==> src/rtl/dht_bus_scheduler.sv <==
// dht_bus_scheduler
// Shares one command source and one UART byte transmitter among N_SENSORS
// DHT11 controllers.
//   clk, reset            : system clock, synchronous active-high reset
//   cmd_valid/data/ready  : incoming 16-bit command ([4:0] address, [7:5] code)
//   comando, request      : command broadcast plus one-hot per-controller request
//   sensor_busy           : controller has left its wait-for-command state
//   buffer_ready, info_in : per-controller full response buffer and its word
//   buffer_used           : one-cycle acknowledge after a buffer was transmitted
//   tx_data/start/done    : UART byte interface
//   err_flag              : sticky request-timeout indicator
module dht_bus_scheduler #(
    parameter int unsigned N_SENSORS   = 4,
    parameter int unsigned REQ_TIMEOUT = 1000000
) (
    input  logic                    clk,
    input  logic                    reset,
    input  logic                    cmd_valid,
    input  logic [15:0]             cmd_data,
    output logic                    cmd_ready,
    output logic [15:0]             comando,
    output logic [N_SENSORS-1:0]    request,
    input  logic [N_SENSORS-1:0]    sensor_busy,
    input  logic [N_SENSORS-1:0]    buffer_ready,
    input  logic [16*N_SENSORS-1:0] info_in,
    output logic [N_SENSORS-1:0]    buffer_used,
    output logic [7:0]              tx_data,
    output logic                    tx_start,
    input  logic                    tx_done,
    output logic                    err_flag
);

    localparam int unsigned IW = (N_SENSORS > 1) ? $clog2(N_SENSORS) : 1;
    localparam int unsigned TW = $clog2(REQ_TIMEOUT + 1);

    typedef enum logic [2:0] {
        IDLE, SEND_LO, WAIT_LO, SEND_HI, WAIT_HI, ACK, HOLD
    } tx_state_t;

    // command path state
    logic          req_active;
    logic [IW-1:0] req_addr;
    logic          req_armed;
    logic [TW-1:0] req_cnt;
    logic          err_pend;
    logic [15:0]   err_word;

    // transmit path state
    tx_state_t     state;
    logic [IW-1:0] ptr;
    logic [IW-1:0] gnt;
    logic          gnt_err;
    logic [15:0]   word;
    logic          hold_cnt;

    logic [4:0]    cmd_addr;
    logic          addr_ok;
    logic          cmd_accept;
    logic          busy_sel;
    logic          err_clr;

    logic [15:0]   info_w [N_SENSORS];
    logic          arb_found;
    logic [IW-1:0] arb_idx;
    logic [15:0]   arb_word;
    int unsigned   cand;

    assign cmd_addr   = cmd_data[4:0];
    assign addr_ok    = 32'(cmd_addr) < N_SENSORS;
    assign cmd_ready  = !reset && !req_active && !err_pend;
    assign cmd_accept = cmd_valid && cmd_ready;
    assign busy_sel   = sensor_busy[req_addr];
    assign err_clr    = (state == ACK) && gnt_err;

    for (genvar i = 0; i < N_SENSORS; i++) begin : g_info
        assign info_w[i] = info_in[16*i +: 16];
    end

    // Round-robin search starting at ptr; the first ready buffer wins.
    always_comb begin
        arb_found = 1'b0;
        arb_idx   = '0;
        cand      = 0;
        for (int unsigned k = 0; k < N_SENSORS; k++) begin
            cand = 32'(ptr) + k;
            if (cand >= N_SENSORS) cand = cand - N_SENSORS;
            if (!arb_found && buffer_ready[IW'(cand)]) begin
                arb_found = 1'b1;
                arb_idx   = IW'(cand);
            end
        end
        arb_word = info_w[arb_idx];
    end

    // Command path. req_armed records that busy has been seen low since the
    // request went up, so a controller already busy at raise time must
    // drop busy and raise it again before the request is released.
    always_ff @(posedge clk) begin
        if (reset) begin
            comando    <= '0;
            request    <= '0;
            req_active <= 1'b0;
            req_addr   <= '0;
            req_armed  <= 1'b0;
            req_cnt    <= '0;
            err_pend   <= 1'b0;
            err_word   <= '0;
            err_flag   <= 1'b0;
        end else begin
            if (err_clr) err_pend <= 1'b0;
            if (cmd_accept) begin
                if (addr_ok) begin
                    comando                    <= cmd_data;
                    request                    <= '0;
                    request[cmd_addr[IW-1:0]]  <= 1'b1;
                    req_active                 <= 1'b1;
                    req_addr                   <= cmd_addr[IW-1:0];
                    req_armed                  <= 1'b0;
                    req_cnt                    <= '0;
                end else begin
                    err_pend <= 1'b1;
                    err_word <= {7'h00, 4'hF, cmd_addr};
                end
            end else if (req_active) begin
                if (busy_sel && req_armed) begin
                    request    <= '0;
                    req_active <= 1'b0;
                end else if (req_cnt == TW'(REQ_TIMEOUT - 1)) begin
                    request    <= '0;
                    req_active <= 1'b0;
                    err_flag   <= 1'b1;
                end else begin
                    req_cnt <= req_cnt + 1'b1;
                    if (!busy_sel) req_armed <= 1'b1;
                end
            end
        end
    end

    // Transmit FSM. Arbitration only happens in IDLE, so the two HOLD
    // cycles keep the just-served buffer out of the search while the
    // controller lowers its ready flag.
    always_ff @(posedge clk) begin
        if (reset) begin
            state       <= IDLE;
            ptr         <= '0;
            gnt         <= '0;
            gnt_err     <= 1'b0;
            word        <= '0;
            hold_cnt    <= 1'b0;
            tx_data     <= '0;
            tx_start    <= 1'b0;
            buffer_used <= '0;
        end else begin
            tx_start    <= 1'b0;
            buffer_used <= '0;
            case (state)
                IDLE: begin
                    if (err_pend) begin
                        word     <= err_word;
                        gnt_err  <= 1'b1;
                        tx_data  <= err_word[7:0];
                        tx_start <= 1'b1;
                        state    <= SEND_LO;
                    end else if (arb_found) begin
                        word     <= arb_word;
                        gnt      <= arb_idx;
                        gnt_err  <= 1'b0;
                        tx_data  <= arb_word[7:0];
                        tx_start <= 1'b1;
                        state    <= SEND_LO;
                    end
                end
                SEND_LO: state <= WAIT_LO;
                WAIT_LO: begin
                    if (tx_done) begin
                        tx_data  <= word[15:8];
                        tx_start <= 1'b1;
                        state    <= SEND_HI;
                    end
                end
                SEND_HI: state <= WAIT_HI;
                WAIT_HI: begin
                    if (tx_done) begin
                        if (!gnt_err) buffer_used[gnt] <= 1'b1;
                        state <= ACK;
                    end
                end
                ACK: begin
                    if (!gnt_err) ptr <= (gnt == IW'(N_SENSORS - 1)) ? '0 : gnt + 1'b1;
                    hold_cnt <= 1'b0;
                    state    <= HOLD;
                end
                HOLD: begin
                    if (hold_cnt) state <= IDLE;
                    else          hold_cnt <= 1'b1;
                end
                default: state <= IDLE;
            endcase
        end
    end

endmodule

==> config.mk <==
export PLATFORM = sky130hd
export DESIGN_NAME = dht_bus_scheduler
export DESIGN_NICKNAME = d
export VERILOG_FILES = /design/src/rtl/dht_bus_scheduler.sv
export SDC_FILE = /design/constraint.sdc
export NUM_CORES = 1
export LEC_CHECK = 0
export BUFFER_PORTS_ARGS = -buffer_cell sky130_fd_sc_hd__buf_4
export CAP_MARGIN = 20
export CORE_AREA = 2 2 102 85
export CTS_CLUSTER_SIZE = 24
export DETAILED_ROUTE_END_ITERATION = 8
export DIE_AREA = 0 0 104 87
export MAX_ROUTING_LAYER = met4
export PLACE_DENSITY = 0.91
export SLEW_MARGIN = 20
export SYNTH_ARGS = -nofsm -noshare
export SYNTH_HDL_FRONTEND = slang
export SYNTH_SLANG_ARGS = --single-unit
==> constraint.sdc <==
create_clock -name clk -period 6.1 [get_ports clk]
set_clock_uncertainty 0.1 [all_clocks]
set_input_delay 0.61 -clock clk [delete_from_list [all_inputs] [get_ports clk]]
set_output_delay 0.61 -clock clk [all_outputs]
set_load 0.01 [all_outputs]
==> load_flow_metrics.sql, run 1 <==
INSERT INTO impl_metrics (metric_group, metric, value, unit) VALUES
('run_status', 'run_status', 'finished, final reports clean', ''),
('logic_synthesis', 'synth_seq_cells', '80', ''),
('logic_synthesis', 'post_synth.cell_area_avg', '8.16', 'um2'),
('logic_synthesis', 'post_synth_most_frequent_cells', 'sky130_fd_sc_hd__dfxtp_1 (80), sky130_fd_sc_hd__nand2_1 (75), sky130_fd_sc_hd__a21oi_1 (44), sky130_fd_sc_hd__and3_1 (28), sky130_fd_sc_hd__nor2_1 (26)', ''),
('clocking', 'post-cts-setup-buffers', '0', ''),
('power_and_ir_drop', 'cellLeakagePower', '2.19', 'nW'),
('logic_synthesis', 'yosysTopAreaCellShare', '37.2', '%'),
('cells_and_area', 'area_growth', '26.9', '%'),
('place', 'port_buffers', '126', ''),
('sta', 'transition_time_at_the_pin_with_the_least_slew_margin', '1.05', 'ns'),
('cells_and_area', 'nets', '729', ''),
('clocking', 'clock-root-buffer', 'sky130_fd_sc_hd__clkbuf_8', ''),
('sta', 'final_min_period_over_clock_period', '56.3', '%'),
('power_and_ir_drop', 'netSwitchingFraction', '28.6', '%'),
('critical_path', 'regToRegStartpoint', 'err_pend', ''),
('detailed_routing', 'drt-initial-drc-count', '374', ''),
('critical_path', 'worstPathMaxFanout', '28', ''),
('cells_and_area', 'final_cell_area', '0.00546', 'mm2'),
('detailed_routing', 'drt_pre_antenna_iters', '6', ''),
('global_routing', 'grt_overflow_total', '0', ''),
('clocking', 'clkSlewWorstSetupHoldPaths', '0.08', 'ns'),
('clocking', 'numClockSinks', '80', ''),
('global_routing', 'vias_in_the_first_global_route', '4143', ''),
('logic_synthesis', 'syn-cell-area', '0.00430', 'mm2'),
('detailed_routing', 'detailroute.via_count', '4555', ''),
('detailed_routing', 'drt-wirelength-per-cell', '16.3', 'um'),
('global_routing', 'initial_antenna_violation_count', '0', ''),
('logic_synthesis', 'sequential_element_share_of_the_synthesized_area', '37.2', '%'),
('power_and_ir_drop', 'power.density_cell_area', '218', 'mW/mm2'),
('logic_synthesis', 'cells_after_synthesis', '527', ''),
('clocking', 'ctsHoldBuffers', '0', ''),
('clocking', 'cts_made_buffers', '9', ''),
('critical_path', 'worst_r2r_path_cells', '5', ''),
('global_routing', 'global_route_wire_length_before_repair', '19.5', 'mm'),
('power_and_ir_drop', 'internal_power', '0.849', 'mW'),
('global_routing', 'groute.usage.overall', '27.2', '%'),
('sta', 'maxClockFrequency', '0.291', 'GHz'),
('sta', 'worst_slew_margin_rel', '29.4', '%'),
('critical_path', 'worst_r2r_endpoint', 'req_cnt[5]', ''),
('sta', 'final_count_of_pins_violating_max_slew', '0', ''),
('floorplan', 'core_region_area', '0.00811', 'mm2'),
('floorplan', 'rows', '30', ''),
('floorplan', 'die-area', '0.00905', 'mm2'),
('sta', 'hold_viol_final', '0', ''),
('cells_and_area', 'fillCellCount', '675', ''),
('job', 'maxCapViolCount', '0', ''),
('min_path', 'hold_path_end', 'comando[11]', ''),
('logic_synthesis', 'ys_warn_count', '0', ''),
('sta', 'finalWorstPathRequiredPeriod', '3.43', 'ns'),
('detailed_routing', 'remaining_drc_errors', '0', ''),
('logic_synthesis', 'syn-num-nets', '624', ''),
('logic_synthesis', 'synth.top_cells.by_area', 'sky130_fd_sc_hd__dfxtp_1 (37%), sky130_fd_sc_hd__nand2_1 (6.5%), sky130_fd_sc_hd__mux2i_1 (5.6%), sky130_fd_sc_hd__a21oi_1 (5.1%), sky130_fd_sc_hd__and3_1 (4.1%)', ''),
('floorplan', 'floorplan.initialDensity', '53.0', '%'),
('clocking', 'postCtsResizedCells', '0', ''),
('floorplan', 'die-height', '87', 'um'),
('power_and_ir_drop', 'power.share.combinational', '19.0', '%'),
('clocking', 'clock_tree.htree_level_count', '3', ''),
('power_and_ir_drop', 'pwr-share-clk', '32.5', '%'),
('logic_synthesis', 'post_synthesis_async_set_or_reset_flop_share', '0', '%'),
('cells_and_area', 'post_route_cells_drive_above_1_share', '24.6', '%'),
('cells_and_area', 'antenna_cells', '0', ''),
('sta', 'setup_viol', '0', ''),
('global_routing', 'pin_count_of_the_biggest_net_entering_global_routing', '55', ''),
('clocking', 'ctsLongestPathBuffers', '2', ''),
('min_path', 'hold_path_depth', '2', ''),
('critical_path', 'worst-setup-path-type', 'register to register', ''),
('place', 'gpl.final_weighted_congestion', '0.923', ''),
('logic_synthesis', 'ys.flop_type', 'sky130_fd_sc_hd__dfxtp_1', ''),
('floorplan', 'die_x', '104', 'um'),
('sta', 'tns', '0', 'ns'),
('logic_synthesis', 'netlist-cell-type-count', '54', '');
==> cells in the final DEF (no fill, tap or decap), types with 7 or more instances in the layout <==
master / Yosys / final
sky130_fd_sc_hd__a21oi_1: 44 / 44
sky130_fd_sc_hd__nor3_1: 11 / 11
sky130_fd_sc_hd__a21boi_0: 14 / 14
sky130_fd_sc_hd__nand3_1: 23 / 23
sky130_fd_sc_hd__or3_1: 14 / 14
sky130_fd_sc_hd__clkbuf_8: 0 / 9
sky130_fd_sc_hd__o211ai_1: 10 / 10
sky130_fd_sc_hd__nor2_1: 26 / 25
sky130_fd_sc_hd__o221ai_1: 8 / 8
sky130_fd_sc_hd__mux2i_1: 24 / 24
sky130_fd_sc_hd__nor2b_1: 7 / 7
sky130_fd_sc_hd__inv_1: 7 / 7
sky130_fd_sc_hd__nand2_1: 75 / 75
sky130_fd_sc_hd__dfxtp_1: 80 / 80
sky130_fd_sc_hd__o21ai_0: 12 / 12
sky130_fd_sc_hd__a211oi_1: 13 / 13
sky130_fd_sc_hd__nand4_1: 16 / 16
sky130_fd_sc_hd__buf_4: 0 / 128
sky130_fd_sc_hd__and2_1: 7 / 7
sky130_fd_sc_hd__and3_1: 28 / 28
==> cells by family (layout without fill, tap and decap cells) <==
family          Yosys count  after routing  share of synthesized area, %
simple gates            237            237                          28.5
compound gates          134            134                          21.4
flops                    80             80                          37.2
buf+inv                  41            151                          3.96
mux                      30             30                          7.42
fa+ha+maj                 5              5                          1.45
==> layout make-up <==
| class | instances | area [um2] | share of cell area, % |
|---|---|---|---|
| inverters | 7 | 26.3 | 0.482 |
| multi-input cells | 406 | 2530 | 46.4 |
| clock inverters | 6 | 67.6 | 1.24 |
| well taps | 112 | 140 | 2.57 |
| repair buffers | 128 | 961 | 17.6 |
| clock buffers | 10 | 128 | 2.34 |
| flip-flops and latches | 80 | 1600 | 29.4 |
==> metrics by stage <==
stage | setup slack [ns] | std cells | hold slack [ns]
2_1_floorplan | 3.77 | 527 | 0.337
3_3_place_gp | 2.42 | 733 | 0.348
3_5_place_dp | 2.36 | 733 | 0.348
4_1_cts | 2.70 | 749 | 0.360
5_1_grt | 2.48 | 749 | 0.374
6_report | 2.67 | 749 | 0.359
==> worst max-delay path, stage by stage (launching register included) <==
cell	delay [ns]
sky130_fd_sc_hd__dfxtp_1	0.49
sky130_fd_sc_hd__or4b_1	1.01
sky130_fd_sc_hd__nor2_2	0.94
sky130_fd_sc_hd__nor2_1	0.27
sky130_fd_sc_hd__a211oi_1	0.34
sky130_fd_sc_hd__mux2i_1	0.22
==> per-layer routing <==
| metal | GRT usage [%] | up-vias | share of wire (%) | routed length, um |
|---|---|---|---|---|
| li1 | - | 2169 | - | - |
| met1 | 33.6 | 2126 | 42 | 5160 |
| met2 | 44.7 | 224 | 48 | 5850 |
| met3 | 6.51 | 36 | 7.5 | 915 |
| met4 | 7.99 | 0 | 2.1 | 260 |
| met5 | - | - | 0 | 0 |
==> worst max path at each step <==
| stage | start | to | slack [ns] |
|---|---|---|---|
| 6_report | err_pend | req_cnt[5] | 2.67 |
| 5_1_grt | err_pend | req_cnt[0] | 2.48 |
| 4_1_cts | err_pend | req_cnt[8] | 2.70 |
| 3_5_place_dp | reset | req_cnt[8] | 2.36 |
| 3_3_place_gp | reset | req_cnt[8] | 2.42 |
| 2_1_floorplan | reset | comando[5] | 3.77 |
==> power by group through the flow <==
stage	logic, mW	registers, mW	clock network (mW)
after floorplan	0.126	0.582	0
after global placement	0.214	0.585	0
after detailed placement	0.222	0.587	0
after CTS	0.224	0.575	0.391
after global routing	0.246	0.580	0.412
final	0.226	0.577	0.387
==> state kept, by name, summed over array words and instances (netlist names) <==
name         count
err_flag         1
request          4
req_armed        1
err_word         6
req_cnt         20
tx_start         1
hold_cnt         1
ptr              2
comando         16
req_active       1
err_pend         1
tx_data          8
word             8
state            3
gnt              2
gnt_err          1
buffer_used      4
Power figures use the tool's default switching activity.
==> run 2: changes to the inputs <==
ABC_AREA = 1   (was not set)
CORE_AREA = 2 2 111 92   (was 2 2 102 85)
DIE_AREA = 0 0 113 94   (was 0 0 104 87)
PLACE_DENSITY = 0.83   (was 0.91)
clock period = 2.8 ns   (was 6.1 ns; I/O delays follow)
==> run 2 against run 1 <==
The flow now finishes with violations (design-rule violations). Synthesized cell count rose by 28%. Utilization fell by 6.6 points. Non-clock buffer count rose by 12. Global-route usage fell by 3.6 points. First-iteration DRC count fell by 14%. Hold slack got worse by 0.31 ns. Maximum frequency rose by 40%. Sequential power rose by 140%. Setup slack got worse by 2.3 ns. Final cell count rose by 23%. Area after synthesis rose by 1.5%. Critical path type unchanged. Critical endpoint is now tx_data[2].
==> load_flow_metrics.sql, run 2 <==
INSERT INTO impl_metrics (metric_group, metric, value, unit) VALUES
('cells_and_area', 'fillCellCount', '859', ''),
('detailed_routing', 'detailroute.via_count', '4836', ''),
('min_path', 'hp-class', 'input pin to register', ''),
('sta', 'worst_slew_margin_rel', '60.2', '%'),
('clocking', 'numClockSinks', '80', ''),
('sta', 'worst_hold_slack', '0.0492', 'ns'),
('power_and_ir_drop', 'ir_worst_vdd', '568', 'uV'),
('cells_and_area', 'final_common_cell', 'sky130_fd_sc_hd__nand2_1', ''),
('cells_and_area', 'post_route_cells_drive_above_1_share', '22.1', '%'),
('sta', 'finalWorstPathRequiredPeriod', '2.46', 'ns'),
('critical_path', 'critPathTopFamily', 'simple AND/OR/NAND/NOR gates', ''),
('power_and_ir_drop', 'cellLeakagePower', '2.62', 'nW'),
('logic_synthesis', 'synth_top_area_cell', 'sky130_fd_sc_hd__dfxtp_1', ''),
('detailed_routing', 'drt-initial-drc-count', '320', ''),
('critical_path', 'critPathCaptureType', 'register', ''),
('run_status', 'violations', 'design-rule violations', ''),
('floorplan', 'die-height', '94', 'um'),
('global_routing', 'grt_overflow_total', '0', ''),
('place', 'place.detailed.instances', '909', ''),
('floorplan', 'die-area', '0.0106', 'mm2'),
('global_routing', 'global_route_wire_length_before_repair', '19.7', 'mm'),
('logic_synthesis', 'synth_edf_count', '0', ''),
('logic_synthesis', 'post_synth_most_frequent_cells', 'sky130_fd_sc_hd__nand2_1 (159), sky130_fd_sc_hd__nor2_1 (81), sky130_fd_sc_hd__dfxtp_1 (80), sky130_fd_sc_hd__inv_1 (72), sky130_fd_sc_hd__a21oi_1 (58)', ''),
('critical_path', 'worst-setup-path-type', 'register to register', ''),
('floorplan', 'io_pins', '127', ''),
('clocking', 'cts_tree', 'done', ''),
('logic_synthesis', 'ys.flop_type', 'sky130_fd_sc_hd__dfxtp_1', ''),
('critical_path', 'crit_chain', 'inv_4 -> nand2_1 -> nand2_1 -> o21ai_1 -> nand3_4 -> nand3_2 -> buf_4 -> nand2_1 -> nand3_1 -> nand3_1 -> nand2_1 -> nand2_1 -> a21oi_1', ''),
('floorplan', 'core_region_area', '0.00945', 'mm2'),
('critical_path', 'required_time_at_the_endpoint_of_the_critical_path', '2.98', 'ns'),
('place', 'dpl_cell_area', '0.00545', 'mm2'),
('place', 'detailed_place_hpwl', '8.91', 'mm'),
('clocking', 'cts_made_buffers', '9', ''),
('sta', 'final_min_period_over_clock_period', '87.7', '%'),
('cells_and_area', 'nets', '898', ''),
('logic_synthesis', 'syn-cell-area', '0.00436', 'mm2'),
('detailed_routing', 'drt-wirelength-per-cell', '13.1', 'um'),
('logic_synthesis', 'synth_seq_cells', '80', ''),
('logic_synthesis', 'post_synth.cell_area_avg', '6.48', 'um2'),
('critical_path', 'cp-start-kind', 'register', ''),
('sta', 'setup_viol', '0', ''),
('global_routing', 'pin_count_of_the_biggest_net_entering_global_routing', '29', ''),
('logic_synthesis', 'synth.top_cells.by_area', 'sky130_fd_sc_hd__dfxtp_1 (37%), sky130_fd_sc_hd__nand2_1 (14%), sky130_fd_sc_hd__nor2_1 (7.0%), sky130_fd_sc_hd__a21oi_1 (6.7%), sky130_fd_sc_hd__inv_1 (6.2%)', ''),
('detailed_routing', 'remaining_drc_errors', '1', ''),
('min_path', 'hold_path_depth', '3', ''),
('sta', 'maxClockFrequency', '0.407', 'GHz'),
('logic_synthesis', 'yosysTopAreaCellShare', '36.7', '%'),
('cells_and_area', 'regArea', '0.00160', 'mm2'),
('critical_path', 'worst_r2r_endpoint', 'tx_data[2]', ''),
('sta', 'final_count_of_pins_violating_max_slew', '0', ''),
('logic_synthesis', 'post_synthesis_async_set_or_reset_flop_share', '0', '%'),
('cells_and_area', 'area_growth', '31.5', '%'),
('floorplan', 'die_x', '113', 'um'),
('clocking', 'clock_tree.htree_level_count', '3', ''),
('cells_and_area', 'final_cell_area', '0.00574', 'mm2'),
('clocking', 'ctsLongestPathBuffers', '2', ''),
('cells_and_area', 'multiInputGateArea', '0.00234', 'mm2'),
('place', 'gpl.final_weighted_congestion', '0.934', ''),
('critical_path', 'worst-path-buf-inv', '2', ''),
('logic_synthesis', 'sequential_element_share_of_the_synthesized_area', '36.7', '%'),
('power_and_ir_drop', 'power.density_cell_area', '677', 'mW/mm2'),
('critical_path', 'critical-path-slowest-cell', 'sky130_fd_sc_hd__dfxtp_2', ''),
('critical_path', 'worstPathMaxFanout', '17', ''),
('clocking', 'clkLatencyLatePin', '0.35', 'ns'),
('critical_path', 'worst_path_largest_cell_delay', '0.44', 'ns'),
('sta', 'transition_time_at_the_pin_with_the_least_slew_margin', '0.593', 'ns'),
('sta', 'grt_setup_unrepaired', 'false', ''),
('clocking', 'clkSlewWorstSetupHoldPaths', '0.06', 'ns'),
('global_routing', 'groute.usage.overall', '23.5', '%'),
('sta', 'hold_viol_final', '0', ''),
('logic_synthesis', 'netlist-cell-type-count', '37', ''),
('cells_and_area', 'layoutNonFillerInstCount', '925', ''),
('critical_path', 'most_common_cell_on_crit_path', 'sky130_fd_sc_hd__nand2_1', ''),
('detailed_routing', 'totalWireLength', '12.1', 'mm'),
('logic_synthesis', 'ys_warn_count', '0', ''),
('critical_path', 'worst_r2r_path_cells', '13', ''),
('logic_synthesis', 'syn-num-nets', '770', ''),
('job', 'maxCapViolCount', '0', ''),
('min_path', 'hold_path_end', 'comando[6]', ''),
('detailed_routing', 'drt_pre_antenna_iters', '8', ''),
('critical_path', 'regToRegStartpoint', 'ptr[0]', ''),
('detailed_routing', 'route.detailed.vias_per_inst', '5.23', ''),
('power_and_ir_drop', 'total_power', '3.88', 'mW'),
('floorplan', 'rows', '32', ''),
('clocking', 'clock-root-buffer', 'sky130_fd_sc_hd__clkbuf_16', ''),
('global_routing', 'vias_in_the_first_global_route', '4329', ''),
('detailed_routing', 'antenna_left', '0', ''),
('cells_and_area', 'top_register_by_number_of_flip_flops', 'req_cnt', ''),
('cells_and_area', 'largest_reg_flops', '20', ''),
('floorplan', 'floorplan.initialDensity', '46.2', '%'),
('place', 'port_buffers', '126', ''),
('min_path', 'timing.hold.worst.start', 'cmd_data[6]', ''),
('global_routing', 'initial_antenna_violation_count', '0', ''),
('run_status', 'run_status', 'finished, violations left', ''),
('logic_synthesis', 'cells_after_synthesis', '673', ''),
('sta', 'tns', '0', 'ns'),
('cells_and_area', 'layout.cells.most_common_list', 'sky130_fd_sc_hd__nand2_1 (159), sky130_fd_sc_hd__buf_4 (140), sky130_fd_sc_hd__nor2_1 (81)', ''),
('cells_and_area', 'layout_top_registers', 'req_cnt x20, comando x16', ''),
('logic_synthesis', 'yosysMostFrequentCell', 'sky130_fd_sc_hd__nand2_1', ''),
('critical_path', 'cp.arrival', '2.63', 'ns'),
('critical_path', 'r2r_slack', '0.34', 'ns'),
('cells_and_area', 'antenna_cells', '0', '');
-- run 2: cell count changes after synthesis, moves of 20 or more --
cell	previous run	this run
sky130_fd_sc_hd__mux2i_1	24	0
sky130_fd_sc_hd__and3_1	28	1
sky130_fd_sc_hd__nand3_1	23	43
sky130_fd_sc_hd__inv_1	7	72
sky130_fd_sc_hd__nor2_1	26	81
sky130_fd_sc_hd__o21ai_0	12	46
sky130_fd_sc_hd__nand2_1	75	159
-- run 2: area by class of cell --
type	count	area share (%)
multi-input combinational	489	40.7
sequential	80	27.9
timing repair buffer	140	18.3
inverter	81	5.34
clock buffer	10	4.17
tap	119	2.60
clock inverter	6	0.894
-- run 2: where the power goes --
part           internal, mW  total (mW)  switching [mW]  leakage [nW]
registers              1.29        1.39           0.107         0.651
clock network         0.635        1.14           0.500         0.133
logic                 0.511        1.35           0.843          1.84
-- run 2: routing by layer --
metal  vias up  wire, um  global-route usage [%]  share of wire [%]
li1       2480         -                       -                  -
met1      2150      5570                    31.0                 46
met2       185      5400                    35.9                 45
met3        21       948                    7.10                7.8
met4         0       165                    5.18                1.4
met5         -         0                       -                  0
-- run 2: cell families after synthesis --
family / synth area share, %
buffers and inverters: 9.75
xor gates and xnor gates: 0.803
AOI/OAI and AO/OA: 16.1
DFF: 36.7
adders and majority gates: 1.43
and+or+nand+nor: 35.2
-- run 2: worst max-delay path by stage --
stage,from,to,slack (ns),cells past startpoint
2_1_floorplan,req_active,request[0],0.81,8
3_3_place_gp,ptr[0],tx_data[7],0.36,15
3_5_place_dp,ptr[0],tx_data[1],0.27,13
4_1_cts,ptr[0],tx_data[1],0.25,13
5_1_grt,ptr[0],tx_data[2],0.14,13
6_report,ptr[0],tx_data[2],0.34,13
-- run 2: timing repair --
item,in CTS,in global routing
hold buffers,0,0
endpoints found under the setup margin,0,7
setup buffers,0,0
resized for setup,0,1
-- run 2: tightest hold or removal path, stage by stage --
cell	delay (ns)
sky130_fd_sc_hd__buf_4	0.08
sky130_fd_sc_hd__nor2_1	0.03
sky130_fd_sc_hd__nor2_1	0.08
-- run 2: through the flow --
step,util (%),setup WS [ns]
2_1_floorplan,-,0.807
3_3_place_gp,57.6,0.357
3_5_place_dp,57.6,0.271
4_1_cts,60.7,0.253
5_1_grt,60.7,0.140
6_report,60.7,0.343
